<file path="src/rtl/pc_fetch_unit_pkg.sv">
// Shared fetch-side definitions: reset PC, fetch FSM encoding and the
// branch-control codes agreed with the branch unit.
package pc_fetch_unit_pkg;

    localparam logic [31:0] PKG_RESET_PC = 32'h0000_3000;

    typedef enum logic [1:0] {
        FETCH = 2'd0,   // request outstanding-to-be at pc
        WAIT  = 2'd1,   // granted, waiting for rvalid
        HOLD  = 2'd2,   // instruction presented to decode
        DROP  = 2'd3    // redirected while a response is still in flight
    } fetch_state_e;

    typedef enum logic [1:0] {
        BR_FLOW = 2'd0,
        BR_BEQ  = 2'd1,
        BR_J    = 2'd2
    } br_ctrl_e;

endpackage

</file>
<file path="src/rtl/pc_fetch_unit.sv">
// Program counter and instruction-fetch sequencer.
// Ports:
//   clk, reset                 : clock, synchronous active-high reset
//   br_branch/br_offset        : taken-branch redirect, new pc = acc_pc + 4 + offset
//   br_jump/br_target          : jump redirect, new pc = target (wins over branch)
//   imem_req/addr/gnt          : single-outstanding request channel to instruction memory
//   imem_rvalid/rdata          : response channel, one beat per grant
//   inst_valid/inst/inst_pc    : instruction to decode, accepted by dec_ready
//   pc_h4                      : top nibble of (last accepted pc + 4)
module pc_fetch_unit
    import pc_fetch_unit_pkg::*;
#(
    parameter int unsigned           ADDR_W   = 32,
    parameter logic [ADDR_W-1:0]     RESET_PC = ADDR_W'(PKG_RESET_PC)
) (
    input  logic              clk,
    input  logic              reset,
    input  logic              br_branch,
    input  logic [ADDR_W-1:0] br_offset,
    input  logic              br_jump,
    input  logic [ADDR_W-1:0] br_target,
    output logic              imem_req,
    output logic [ADDR_W-1:0] imem_addr,
    input  logic              imem_gnt,
    input  logic              imem_rvalid,
    input  logic [31:0]       imem_rdata,
    output logic              inst_valid,
    output logic [31:0]       inst,
    output logic [ADDR_W-1:0] inst_pc,
    input  logic              dec_ready,
    output logic [3:0]        pc_h4
);

    fetch_state_e      state, state_nxt;
    logic [ADDR_W-1:0] pc, pc_nxt;
    logic [ADDR_W-1:0] acc_pc, acc_pc_nxt;
    logic [ADDR_W-1:0] inst_pc_nxt;
    logic [31:0]       inst_nxt;
    logic              inst_valid_nxt;
    logic              redirect;
    logic [ADDR_W-1:0] new_pc;
    logic [ADDR_W-1:0] acc_pc_p4;

    assign redirect  = br_jump || br_branch;
    assign acc_pc_p4 = acc_pc + ADDR_W'(4);
    assign new_pc    = br_jump ? br_target : acc_pc_p4 + br_offset;
    assign pc_h4     = acc_pc_p4[ADDR_W-1 -: 4];

    assign imem_req  = (state == FETCH) && !reset;
    assign imem_addr = pc;

    always_comb begin
        state_nxt      = state;
        pc_nxt         = pc;
        acc_pc_nxt     = acc_pc;
        inst_nxt       = inst;
        inst_pc_nxt    = inst_pc;
        inst_valid_nxt = inst_valid;

        case (state)
            FETCH: begin
                // A redirect in the grant cycle leaves a response in flight
                // that belongs to the old path.
                if (imem_gnt)
                    state_nxt = redirect ? DROP : WAIT;
            end
            WAIT: begin
                if (redirect) begin
                    state_nxt = imem_rvalid ? FETCH : DROP;
                end else if (imem_rvalid) begin
                    state_nxt      = HOLD;
                    inst_nxt       = imem_rdata;
                    inst_pc_nxt    = pc;
                    pc_nxt         = pc + ADDR_W'(4);
                    inst_valid_nxt = 1'b1;
                end
            end
            HOLD: begin
                // Redirect cancels a same-cycle accept: acc_pc is not advanced.
                if (redirect) begin
                    state_nxt      = FETCH;
                    inst_valid_nxt = 1'b0;
                end else if (dec_ready) begin
                    state_nxt      = FETCH;
                    acc_pc_nxt     = inst_pc;
                    inst_valid_nxt = 1'b0;
                end
            end
            DROP: begin
                if (imem_rvalid)
                    state_nxt = FETCH;
            end
            default: state_nxt = FETCH;
        endcase

        if (redirect)
            pc_nxt = new_pc;
    end

    always_ff @(posedge clk) begin
        if (reset) begin
            state      <= FETCH;
            pc         <= RESET_PC;
            acc_pc     <= RESET_PC - ADDR_W'(4);
            inst       <= '0;
            inst_pc    <= '0;
            inst_valid <= 1'b0;
        end else begin
            state      <= state_nxt;
            pc         <= pc_nxt;
            acc_pc     <= acc_pc_nxt;
            inst       <= inst_nxt;
            inst_pc    <= inst_pc_nxt;
            inst_valid <= inst_valid_nxt;
        end
    end

endmodule

</file>
<file path="config.mk">
export PLATFORM = sky130hd
export DESIGN_NAME = pc_fetch_unit
export DESIGN_NICKNAME = d
export VERILOG_FILES = /design/src/rtl/pc_fetch_unit_pkg.sv /design/src/rtl/pc_fetch_unit.sv
export SDC_FILE = /design/constraint.sdc
export NUM_CORES = 1
export LEC_CHECK = 0
export ABC_AREA = 1
export BUFFER_PORTS_ARGS = -buffer_cell sky130_fd_sc_hd__buf_2
export CAP_MARGIN = 20
export CORE_UTILIZATION = 24
export CTS_CLUSTER_DIAMETER = 50
export DETAILED_ROUTE_END_ITERATION = 6
export HOLD_SLACK_MARGIN = 0.08
export PLACE_DENSITY = 0.51
export SKIP_LAST_GASP = 1
export SLEW_MARGIN = 0
export SYNTH_ARGS = -nofsm -noshare
export SYNTH_HDL_FRONTEND = slang
export SYNTH_SLANG_ARGS = --single-unit
</file>
<file path="constraint.sdc">
create_clock -name clk -period 3.7 [get_ports clk]
set_clock_uncertainty 0.05 [all_clocks]
set_input_delay 0.555 -clock clk [delete_from_list [all_inputs] [get_ports clk]]
set_output_delay 0.555 -clock clk [all_outputs]
set_load 0.005 [all_outputs]
</file>
==> results by group, run 1 <==
Outcome
  – Status: finished clean

Detailed routing
  – Routed met2 length: 15800 um
  – DRC Markers: 0
  – Drt via density: 4.53
  – Initial drt markers: 438
  – Metal3 WL: about 1600 um
  – Max Used Layer: met5
  – Pre-antenna DRT Iters: 5
  – Routed WL: between 30000 and 40000 um
  – Antenna viol nets, final: 0
  – M1 WL: 15900 um
  – Via count: 9538
  – WL/cell: 16.2 um

Yosys
  – Combinational family with the most area after synthesis: simple AND/OR/NAND/NOR gates
  – Post-synth EDFFs: 0
  – Post-synthesis cell type count: 43
  – Synth Area in Compound Gates: 0.158
  – Adder-cell area share of the yosys netlist: 0.0573
  – Syn_nets: around 1600
  – Async set or reset register ratio after synthesis: 0
  – #FFs+latches synth: 131
  – Simple-Gate Fraction of Synth Area: 0.341
  – Synthesized area: 0.00886 sq mm
  – Yosys warnings: 0
  – Mux cell area share after synthesis: 0
  – Sequential area share after synthesis: 0.296
  – Top FF cell, synth: dfxtp_1
  – Mapped Cells: 1435
  – Syn Area/Cell: between 6 and 7 sq um
  – Xor/xnor share of the synthesized area: 0.0504

Worst setup path
  – Slowest Stage Delay on Critical Path: 0.46 ns
  – R2r setup slk: 0.32 ns
  – Sequence of cells on the critical path: nand2_1 > nor2_2 > nand2_1 > nor2_4 > inv_1 > nor2_1 > nand2_1 > xnor2_1 > ha_1 > inv_1 > o21bai_1 > a31oi_1 > nand2_1 > a21oi_1 > nand2_1 > nand2_1 > nand3_1 > nand2_1 > a21oi_1
  – CP max-delay cell: dfxtp_1
  – WP data arrival: approximately 3.6 ns
  – WP data required: 3.96 ns
  – Setup CP Type: register to register
  – Startpoint Class: register
  – Crit path max fanout: 6
  – Worst setup EP type: register
  – CP most frequent cell: nand2_1

Timing
  – TNS Setup: 0 ns
  – Final setup violation count: 0
  – Worst slew pin tran: 0.996 ns
  – Final Hold Vio Count: 0
  – Tcrit/Tclk final: 0.913
  – Slew headroom: 0.335
  – Final min period: 3.38 ns
  – Worst setup margin: 0.323 ns
  – F_max: 0.296 GHz
  – Unrepaired setup endpoints after global routing: yes
  – Final max-slew violation count: 0

Floorplan
  – Die W: about 190 um
  – Initial Util: 0.243
  – Die outline height: 194 um
  – I/O pin count: 205
  – Die area: between 0.03 and 0.04 sq mm
  – Cell row count: 70
  – Core area: 0.0364 sq mm

Layout
  – Design area: 0.0111 sq mm
  – Layout fillers: 4122
  – Commonest non-fill, non-tap cells in the layout: nand2_1 (322), nor2_1 (261), buf_2 (204)
  – Sequential cell area: around 0.0026 sq mm
  – Nets@finish: around 1800
  – Most common cell after layout, fill and taps aside: nand2_1
  – Antenna Cells: 0
  – Area Growth Syn to Fin: 25.4%
  – Fin util: 0.305
  – Share of layout cells above drive strength 1: 0.176
  – Area of the multi-input gates: between 0.005 and 0.006 sq mm

Placement
  – Pre-CTS setup slack: around 0.22 ns
  – Post-DP HPWL: roughly 27000 um
  – GP Congestion: 0.912
  – Post-detailed-placement cell area: 0.0104 sq mm
  – Port bufs: 204

Worst hold path
  – Hold Path Class: primary input to register

Clocking
  – Clock transition at the registers of the reported paths: approximately 0.060 ns
  – CTS tree: built
  – Sink Count: between 100 and 150
  – CTS Root Cell: clkbuf_16
  – Hold_buf cts: 0
  – Inserted Clock Buffers: 17
  – Clock Path Buffers: 2
  – Clock Latency Late Sink: 0.42 ns
  – Max H-tree Level: 4

Global routing
  – Gr ovfl total: 0
  – GRT Util Overall: 0.180
  – Vias in the first global route: 9268
  – First-pass GRT wire length: 52500 um
  – Largest net degree at the start of global routing: 88
  – Initial antenna violation count: 1

Flow run
  – MaxCap Viol Count: 0

Power
  – Leak pwr: 5.76 nW
  – VDD IR max: 249 uV
  – Pwr dens: 423 mW/mm^2
power breakdown:
part | internal [mW] | switching (mW) | total [mW]
clock | 1.17 | 0.665 | 1.83
combinational | 0.433 | 0.803 | 1.24
sequential | 1.51 | 0.119 | 1.63
total | 3.11 | 1.59 | 4.70
registers in the layout (all words and copies together) (netlist names):
name / flops
acc_pc: 32
imem_addr: 32
inst: 32
inst_pc: 32
inst_valid: 1
state: 2
per-stage QoR:
| step | hold WS, ns | instances | total power, mW |
|---|---|---|---|
| 2_1_floorplan | 0.410 | 1435 | 2.39 |
| 3_3_place_gp | 0.415 | 2074 | 2.89 |
| 3_5_place_dp | 0.420 | 2074 | 2.90 |
| 4_1_cts | 0.283 | 2106 | 4.75 |
| 5_1_grt | 0.297 | 2106 | 4.97 |
| 6_report | 0.300 | 2106 | 4.70 |
path summary, 6_finish.rpt:
kind | cells past startpoint | endpoint | startpoint
max | 19 | imem_addr[28] | acc_pc[13]
min | 3 | inst[31] | imem_rdata[31]
max reg2reg | 19 | imem_addr[28] | acc_pc[13]
min reg2reg | 2 | inst_pc[1] | inst_pc[1]
area by class of cell:
cell class | count | area share
Timing Repair Buffer | 220 | 0.106
Inverter | 178 | 0.0602
Multi-Input combinational cell | 1077 | 0.488
Clock buffer | 21 | 0.0414
Tap cell | 468 | 0.0527
Sequential cell | 131 | 0.236
Clock inverter | 11 | 0.0158
critical path, delay by kind of cell, from the launching register on:
| family | cells | cell delay [ns] |
|---|---|---|
| adder cells (fa/ha/maj) | 1 | 0.32 |
| AND/OR/NAND/NOR | 11 | 1.29 |
| buffers and inverters | 2 | 0.25 |
| XOR/XNOR | 1 | 0.19 |
| flip-flops | 1 | 0.46 |
| AO/OA/AOI/OAI | 4 | 0.69 |
cell families (layout without fill, tap and decap cells):
family | count (synthesis) | after routing
buffers and inverters | 227 | 430
adders and majority gates | 40 | 40
and+or+nand+nor | 720 | 720
xor gates and xnor gates | 51 | 51
AOI/OAI and AO/OA | 266 | 266
DFF | 131 | 131
Yosys cell counts (all sizes together) (2+ instances only):
master    n  area share
nor4      8      0.0064
a221oi    2      0.0020
o211ai    4      0.0034
a211oi    3      0.0025
nand3    78       0.045
clkbuf   42       0.018
a21oi    82       0.046
a31oi     6      0.0042
a21o      3      0.0025
xnor2    13       0.013
ha       39       0.055
nand2   326        0.14
xor2     38       0.038
nor2    270        0.12
nand4    10       0.010
nor3     22       0.015
dfxtp   131        0.30
o21bai    9      0.0076
clkinv    2     0.00099
o21ai   154       0.087
or2       4      0.0031
buf       7      0.0040
inv     176       0.075
what timing repair did:
| item | CTS | global route |
|---|---|---|
| setup buffers | 0 | 0 |
| endpoints found under the setup margin | 0 | 5 |
| gates resized for setup | 0 | 5 |
layer usage:
metal	track usage	vias to the layer above
met2	0.302	224
li1	-	4971
met5	0	-
met1	0.233	4297
met4	0.0556	2
met3	0.0344	44
Note: power is estimated with default switching activity, not from simulation.
==> run 2, diff against run 1 <==
Settings changed: REMOVE_ABC_BUFFERS set to 1, SKIP_LAST_GASP 1 to not set.
==> run 2 against run 1 <==
Effect of this change:
- flip-flop and latch count unchanged
- critical path depth up 2
- clock power down 14%
- global-route usage down 0.30 points
- sequential power about the same
- wire length down 1.7%
- fmax up 0.90%
- design area down 1.1%
- final cell count about the same
- register-to-register slack better by 0.03 ns
- first-iteration DRC count up 16%
- setup slack better by 0.030 ns
- largest cell class unchanged
- largest power group is now registers
==> results by group, run 2 (same netlist as run 1, synthesis figures left out) <==
Outcome
  – Status: finished clean

Global routing
  – Initial antenna violation count: 0 (-1)
  – Largest net degree at the start of global routing: 98 (+11%)
  – First-pass GRT wire length: 52000 um (-0.93%)
  – Gr ovfl total: 0 (unchanged)
  – GRT Util Overall: 0.177 (-0.00296)
  – Vias in the first global route: 9248 (-0.22%)

Worst setup path
  – Crit path to: imem_addr[27]
  – Sequence of cells on the critical path: ha_1 > nand3_2 > nor2_4 > nand4_2 > nor3_2 > nand2_2 > nor2_4 > xnor2_1 > inv_1 > ha_1 > a21oi_1 > nand2_1 > o21bai_1 > a21oi_1 > nand2_1 > nand2_1 > nand3_1 > nand2_1 > nand3_1 > nand2_1 > inv_1
  – Worst flop-to-flop path startpoint: acc_pc[3]
  – Worst setup EP type: register
  – CP most frequent cell: nand2_1
  – WP data arrival: 3.62 ns (-0.02 ns)
  – Crit path max fanout: 6 (unchanged)
  – Setup CP Type: register to register
  – Startpoint Class: register
  – R2r worst-path depth: 21 (+2)
  – CP delay by family, top: simple AND/OR/NAND/NOR gates
  – R2r setup slk: 0.35 ns (+0.03 ns)
  – WP data required: 3.97 ns (about the same)
  – R2r endpoint: imem_addr[27]
  – CP max-delay cell: dfxtp_1
  – Worst setup path startpoint: acc_pc[3]
  – Slowest Stage Delay on Critical Path: 0.40 ns (-0.06 ns)
  – Worst path bufs/invs: 2 (unchanged)
  – Crit. path cell count: 21 (+2)

Worst hold path
  – Hold Path Class: primary input to register
  – WHS Path Cells: 3 (unchanged)

Flow run
  – MaxCap Viol Count: 0 (unchanged)

Clocking
  – Postcts setup bufs: 0 (unchanged)
  – Clock transition at the registers of the reported paths: 0.06 ns (about the same)
  – CTS tree: built
  – Hold_buf cts: 0 (unchanged)
  – Post-CTS sizing: 0 (unchanged)
  – CTS Root Cell: clkbuf_16
  – Sink Count: 131 (unchanged)
  – Inserted Clock Buffers: 17 (unchanged)
  – Clock Path Buffers: 2 (unchanged)
  – Max H-tree Level: 4 (unchanged)
  – Clock Latency Late Sink: 0.42 ns (about the same)

Layout
  – Antenna Cells: 0 (unchanged)
  – Area Growth Syn to Fin: 23.9%
  – Share of layout cells above drive strength 1: 0.175 (-0.00101)
  – Most common cell after layout, fill and taps aside: nand2_1
  – Layout fillers: 4140 (+0.44%)
  – Nets@finish: 1768 (unchanged)
  – Design area: 0.0110 sq mm (-1.1%)
  – Commonest non-fill, non-tap cells in the layout: nand2_1 (322), nor2_1 (261), buf_2 (204)

Placement
  – Post-DP HPWL: 26500 um (-2.1%)
  – GP Congestion: 0.848 (-7.0%)
  – Post-detailed-placement cell area: 0.0104 sq mm (-0.12%)
  – Port bufs: 204 (unchanged)
  – Pre-CTS setup slack: 0.254 ns (+0.0349 ns)

Floorplan
  – Die outline height: 194 um (unchanged)
  – Die W: 194 um (unchanged)
  – Core area: 0.0364 sq mm (unchanged)
  – I/O pin count: 205 (unchanged)
  – Die area: 0.0377 sq mm (unchanged)
  – Initial Util: 0.243 (unchanged)
  – Cell row count: 70 (unchanged)

Detailed routing
  – Drt via density: 4.56 (+0.78%)
  – Antenna viol nets, final: 0 (unchanged)
  – Via count: 9603 (+0.68%)
  – Initial drt markers: 506 (+16%)
  – Routed WL: 33500 um (-1.7%)
  – Pre-antenna DRT Iters: 5 (unchanged)
  – WL/cell: 15.9 um (-1.6%)
  – DRC Markers: 0 (unchanged)

Timing
  – F_max: 0.299 GHz (+0.90%)
  – Final max-slew violation count: 0 (unchanged)
  – Final setup violation count: 0 (unchanged)
  – Final Hold Vio Count: 0 (unchanged)
  – Final min period: 3.35 ns (-0.0302 ns)
  – Slew headroom: 0.289 (-0.0465)
  – Unrepaired setup endpoints after global routing: yes
  – Worst slew pin tran: 1.07 ns (+0.0712 ns)
  – Worst setup margin: 0.353 ns (+0.0302 ns)
  – TNS Setup: 0 ns (unchanged)
  – Tcrit/Tclk final: 0.905 (-0.00815)

Power
  – Leak pwr: 5.70 nW (-1.1%)
  – VDD IR max: 234 uV (-6.1%)
  – Pwr dens: 405 mW/mm^2 (-4.3%)
==> run 2: stage by stage <==
stage / util / total power [mW] / hold WS, ns / instances
after floorplan: - / 2.38 / 0.411 / 1386
after global placement: 0.286 / 2.89 / 0.409 / 2074
after detailed placement: 0.286 / 2.89 / 0.411 / 2074
after CTS: 0.301 / 4.49 / 0.288 / 2104
after global routing: 0.301 / 4.72 / 0.295 / 2104
final: 0.301 / 4.44 / 0.304 / 2104
==> run 2: tightest hold or removal path: cells and delay by family <==
family	cells	cell delay [ns]
simple gates	2	0.11
buf+inv	1	0.08
==> run 2: layer usage <==
| metal | track usage | wire (um) | part of all wire |
|---|---|---|---|
| met5 | 0 | 0 | 0 |
| met2 | 0.310 | 16200 | 0.48 |
| met1 | 0.223 | 15300 | 0.46 |
| met4 | 0.0629 | 884 | 0.026 |
| met3 | 0.0212 | 1130 | 0.034 |
==> run 2: area by class of cell <==
class,count,area (sq um),share of cell area
sequential,131,2620,0.239
inverter,178,669,0.0609
timing repair buffer,220,1170,0.106
multi-input combinational,1077,5400,0.491
clock buffer,20,457,0.0416
clock inverter,10,86.3,0.00786
tap,468,586,0.0533
==> run 2: how the worst min path moves through the flow <==
stage | from | endpoint
2_1_floorplan | inst_pc[1] | inst_pc[1]
3_3_place_gp | inst_pc[0] | acc_pc[0]
3_5_place_dp | inst_pc[0] | acc_pc[0]
4_1_cts | imem_rdata[23] | inst[23]
5_1_grt | imem_rdata[21] | inst[21]
6_report | imem_rdata[23] | inst[23]
==> run 2: where the power goes <==
group          leakage, nW  switching [mW]  internal [mW]
registers             1.07           0.114           1.51
logic                 4.37           0.810          0.429
clock network        0.263           0.634          0.945
==> run 3, diff against run 2 <==
Settings changed: ABC_AREA 1 to not set, PLACE_DENSITY 0.51 to 0.52.
==> run 3 against run 2 <==
Effect of this change:
- critical path depth fell by 7
- count of clock-buffer cells in the layout fell by 1
- synthesized area fell by 12%
- combinational power fell by 52%
- critical endpoint is now imem_addr[29]
- largest power group is now the clock network
==> results by group, run 3 <==
Yosys
  – Most frequent cell after synthesis: nand2_1
  – Synth top area cells: dfxtp_1 (34%), nand2_1 (12%), a21oi_1 (9.1%)
  – Post-synthesis cell type count: 67 (+56%)
  – Top FF cell, synth: dfxtp_1
  – Commonest cells in the netlist: nand2_1 (250), a21oi_1 (141), dfxtp_1 (131), nor2_1 (63), clkbuf_1 (50)
  – Mapped Cells: 1034 (-28%)
  – Synth area leader: dfxtp_1
  – Async set or reset register ratio after synthesis: 0 (unchanged)
  – Share of the synthesized area in the top cell type: 0.338 (+0.0419)
  – Synthesized area: 0.00776 sq mm (-12%)
  – Syn Area/Cell: 7.51 sq um (+22%)
  – #FFs+latches synth: 131 (unchanged)
  – Yosys warnings: 0 (unchanged)
  – Post-synth EDFFs: 0 (unchanged)
  – Sequential area share after synthesis: 0.338 (+0.0419)

Clocking
  – Postcts setup bufs: 0 (unchanged)
  – Clock Path Buffers: 2 (unchanged)
  – Clock Latency Late Sink: 0.42 ns (about the same)
  – CTS Root Cell: clkbuf_16
  – CTS tree: built
  – Sink Count: 131 (unchanged)
  – Inserted Clock Buffers: 17 (unchanged)
  – Hold_buf cts: 0 (unchanged)
  – Max H-tree Level: 4 (unchanged)
  – Clock transition at the registers of the reported paths: 0.07 ns (about the same)

Worst setup path
  – R2r setup slk: 0.20 ns (-0.15 ns)
  – Crit path to: imem_addr[29]
  – Crit path max fanout: 5 (-1)
  – R2r endpoint: imem_addr[29]
  – WP data required: 3.99 ns (+0.02 ns)
  – Worst setup EP type: register
  – Worst flop-to-flop path startpoint: acc_pc[7]
  – R2r worst-path depth: 14 (-33%)
  – WP data arrival: 3.79 ns (+0.17 ns)
  – Startpoint Class: register
  – Setup CP Type: register to register
  – Worst setup path startpoint: acc_pc[7]

Floorplan
  – Die W: 182 um (-6.3%)
  – Cell row count: 65 (-7.1%)
  – Die area: 0.0331 sq mm (-12%)
  – I/O pin count: 205 (unchanged)
  – Die outline height: 182 um (-6.3%)
  – Initial Util: 0.245 (+0.00154)
  – Core area: 0.0317 sq mm (-13%)

Placement
  – Port bufs: 204 (unchanged)
  – Post-detailed-placement cell area: 0.00932 sq mm (-11%)
  – GP Congestion: 0.889 (+4.8%)
  – Post-DP HPWL: 21700 um (-18%)

Layout
  – Nets@finish: 1372 (-22%)
  – Design area: 0.0100 sq mm (-8.7%)
  – Commonest non-fill, non-tap cells in the layout: nand2_1 (249), buf_2 (203), a21oi_1 (140)
  – Antenna Cells: 0 (unchanged)
  – Most common cell after layout, fill and taps aside: nand2_1
  – Share of layout cells above drive strength 1: 0.241 (+0.0661)
  – Area Growth Syn to Fin: 29.1%

Power
  – Logic pwr share: 0.148 (-0.131)
  – Reported net switching power: 1.13 mW (-28%)
  – Clock power frac: 0.476 (+0.121)
  – Pwr dens: 403 mW/mm^2 (-0.33%)
  – Leak pwr: 4.34 nW (-24%)
  – Internal power: 2.92 mW (+1.1%)
  – Total power: 4.04 mW (-9.0%)
  – Sequential share of power: 0.376 (+0.010)
  – VDD IR max: 196 uV (-16%)
  – Switching Share: 0.278 (-0.0723)

Detailed routing
  – Initial drt markers: 554 (+9.5%)
  – Via count: 8110 (-16%)
  – Routed WL: 29100 um (-13%)
  – Antenna viol nets, final: 0 (unchanged)
  – WL/cell: 17.7 um (+11%)
  – Drt via density: 4.94 (+8.1%)
  – DRC Markers: 0 (unchanged)
  – Pre-antenna DRT Iters: 6 (+1)

Global routing
  – Vias in the first global route: 7748 (-16%)
  – Gr ovfl total: 0 (unchanged)
  – Initial antenna violation count: 0 (unchanged)
  – GRT Util Overall: 0.175 (-0.00285)
  – First-pass GRT wire length: 44700 um (-14%)
  – Largest net degree at the start of global routing: 57 (-42%)

Timing
  – Tcrit/Tclk final: 0.945 (+0.0404)
  – Final max-slew violation count: 0 (unchanged)
  – Unrepaired setup endpoints after global routing: yes
  – Worst slew pin tran: 0.768 ns (-0.299 ns)
  – Final min period: 3.50 ns (+0.150 ns)
  – Final setup violation count: 0 (unchanged)
  – Final Hold Vio Count: 0 (unchanged)
  – Slew headroom: 0.488 (+0.200)
  – Hold_ws: 0.304 ns (+0.000146 ns)
  – F_max: 0.286 GHz (-4.3%)

Flow run
  – MaxCap Viol Count: 0 (unchanged)

Outcome
  – Status: finished clean

Worst hold path
  – Hold Path Class: primary input to register
## run 3: routing by layer
layer	track usage	vias up	wire length, um	part of all wire
li1	-	4008	-	-
met4	0.0400	0	306	0.011
met2	0.276	256	12900	0.44
met3	0.0393	23	1740	0.060
met5	0	-	0	0
met1	0.241	3823	14100	0.49
## run 3: how the worst min path moves through the flow
stage                               from        end  slack, ns  cells past startpoint
after global routing       imem_rdata[0]    inst[0]       0.30                      3
after floorplan                acc_pc[0]  acc_pc[0]       0.38                      2
after detailed placement        inst[18]   inst[18]       0.39                      2
after global placement          inst[19]   inst[19]       0.39                      2
final                     imem_rdata[30]   inst[30]       0.30                      3
after CTS                 imem_rdata[30]   inst[30]       0.29                      3
## run 3: timing repair
action / CTS / global route
gates resized for setup: 0 / 19
hold endpoints to repair: 0 / 0
endpoints found under the setup margin: 0 / 11
## run 3: layout make-up
type	count	area (sq um)
timing repair buffer	231	1250
tap	402	503
multi-input combinational	828	4920
clock buffer	19	443
fill	3445	21700
inverter	20	75.1
sequential	131	2630
clock inverter	12	205
## run 3: cell families after synthesis
| logic type | after synthesis | share of synthesized area |
|---|---|---|
| and+or+nand+nor | 449 | 0.255 |
| AOI/OAI and AO/OA | 266 | 0.221 |
| DFF | 131 | 0.338 |
| buffers and inverters | 75 | 0.0372 |
| xor gates and xnor gates | 66 | 0.0754 |
| adders and majority gates | 40 | 0.0654 |
| muxes | 7 | 0.00902 |
## run 3: stage by stage
step	TNS, ns	std cells	setup slack (ns)	utilization
2_1_floorplan	0	979	0.170	-
3_3_place_gp	0	1612	0.135	0.294
3_5_place_dp	0	1612	0.0750	0.294
4_1_cts	0	1643	0.0401	0.314
5_1_grt	-0.0292	1643	-0.0227	0.316
6_report	0	1643	0.203	0.316
## run 3: critical path: stages (launching register included)
cell and delay [ns]:
dfxtp_1 0.38, nand4_1 0.18, nor3_2 0.24, buf_4 0.18
xor2_1 0.06, ha_1 0.38, nand2_1 0.13, nor3_1 0.32
o22ai_2 0.19, a211oi_4 0.30, o41ai_4 0.13, o21ai_2 0.25
a211oi_2 0.11, or4_1 0.41, o211ai_1 0.10
## run 3: power groups by stage
stage                     combinational, mW  clock, mW  sequential, mW
after CTS                             0.590       1.96            1.52
final                                 0.597       1.92            1.52
after floorplan                       0.327          0            1.53
after global placement                0.583          0            1.55
after detailed placement              0.586          0            1.55
after global routing                  0.656       2.02            1.53
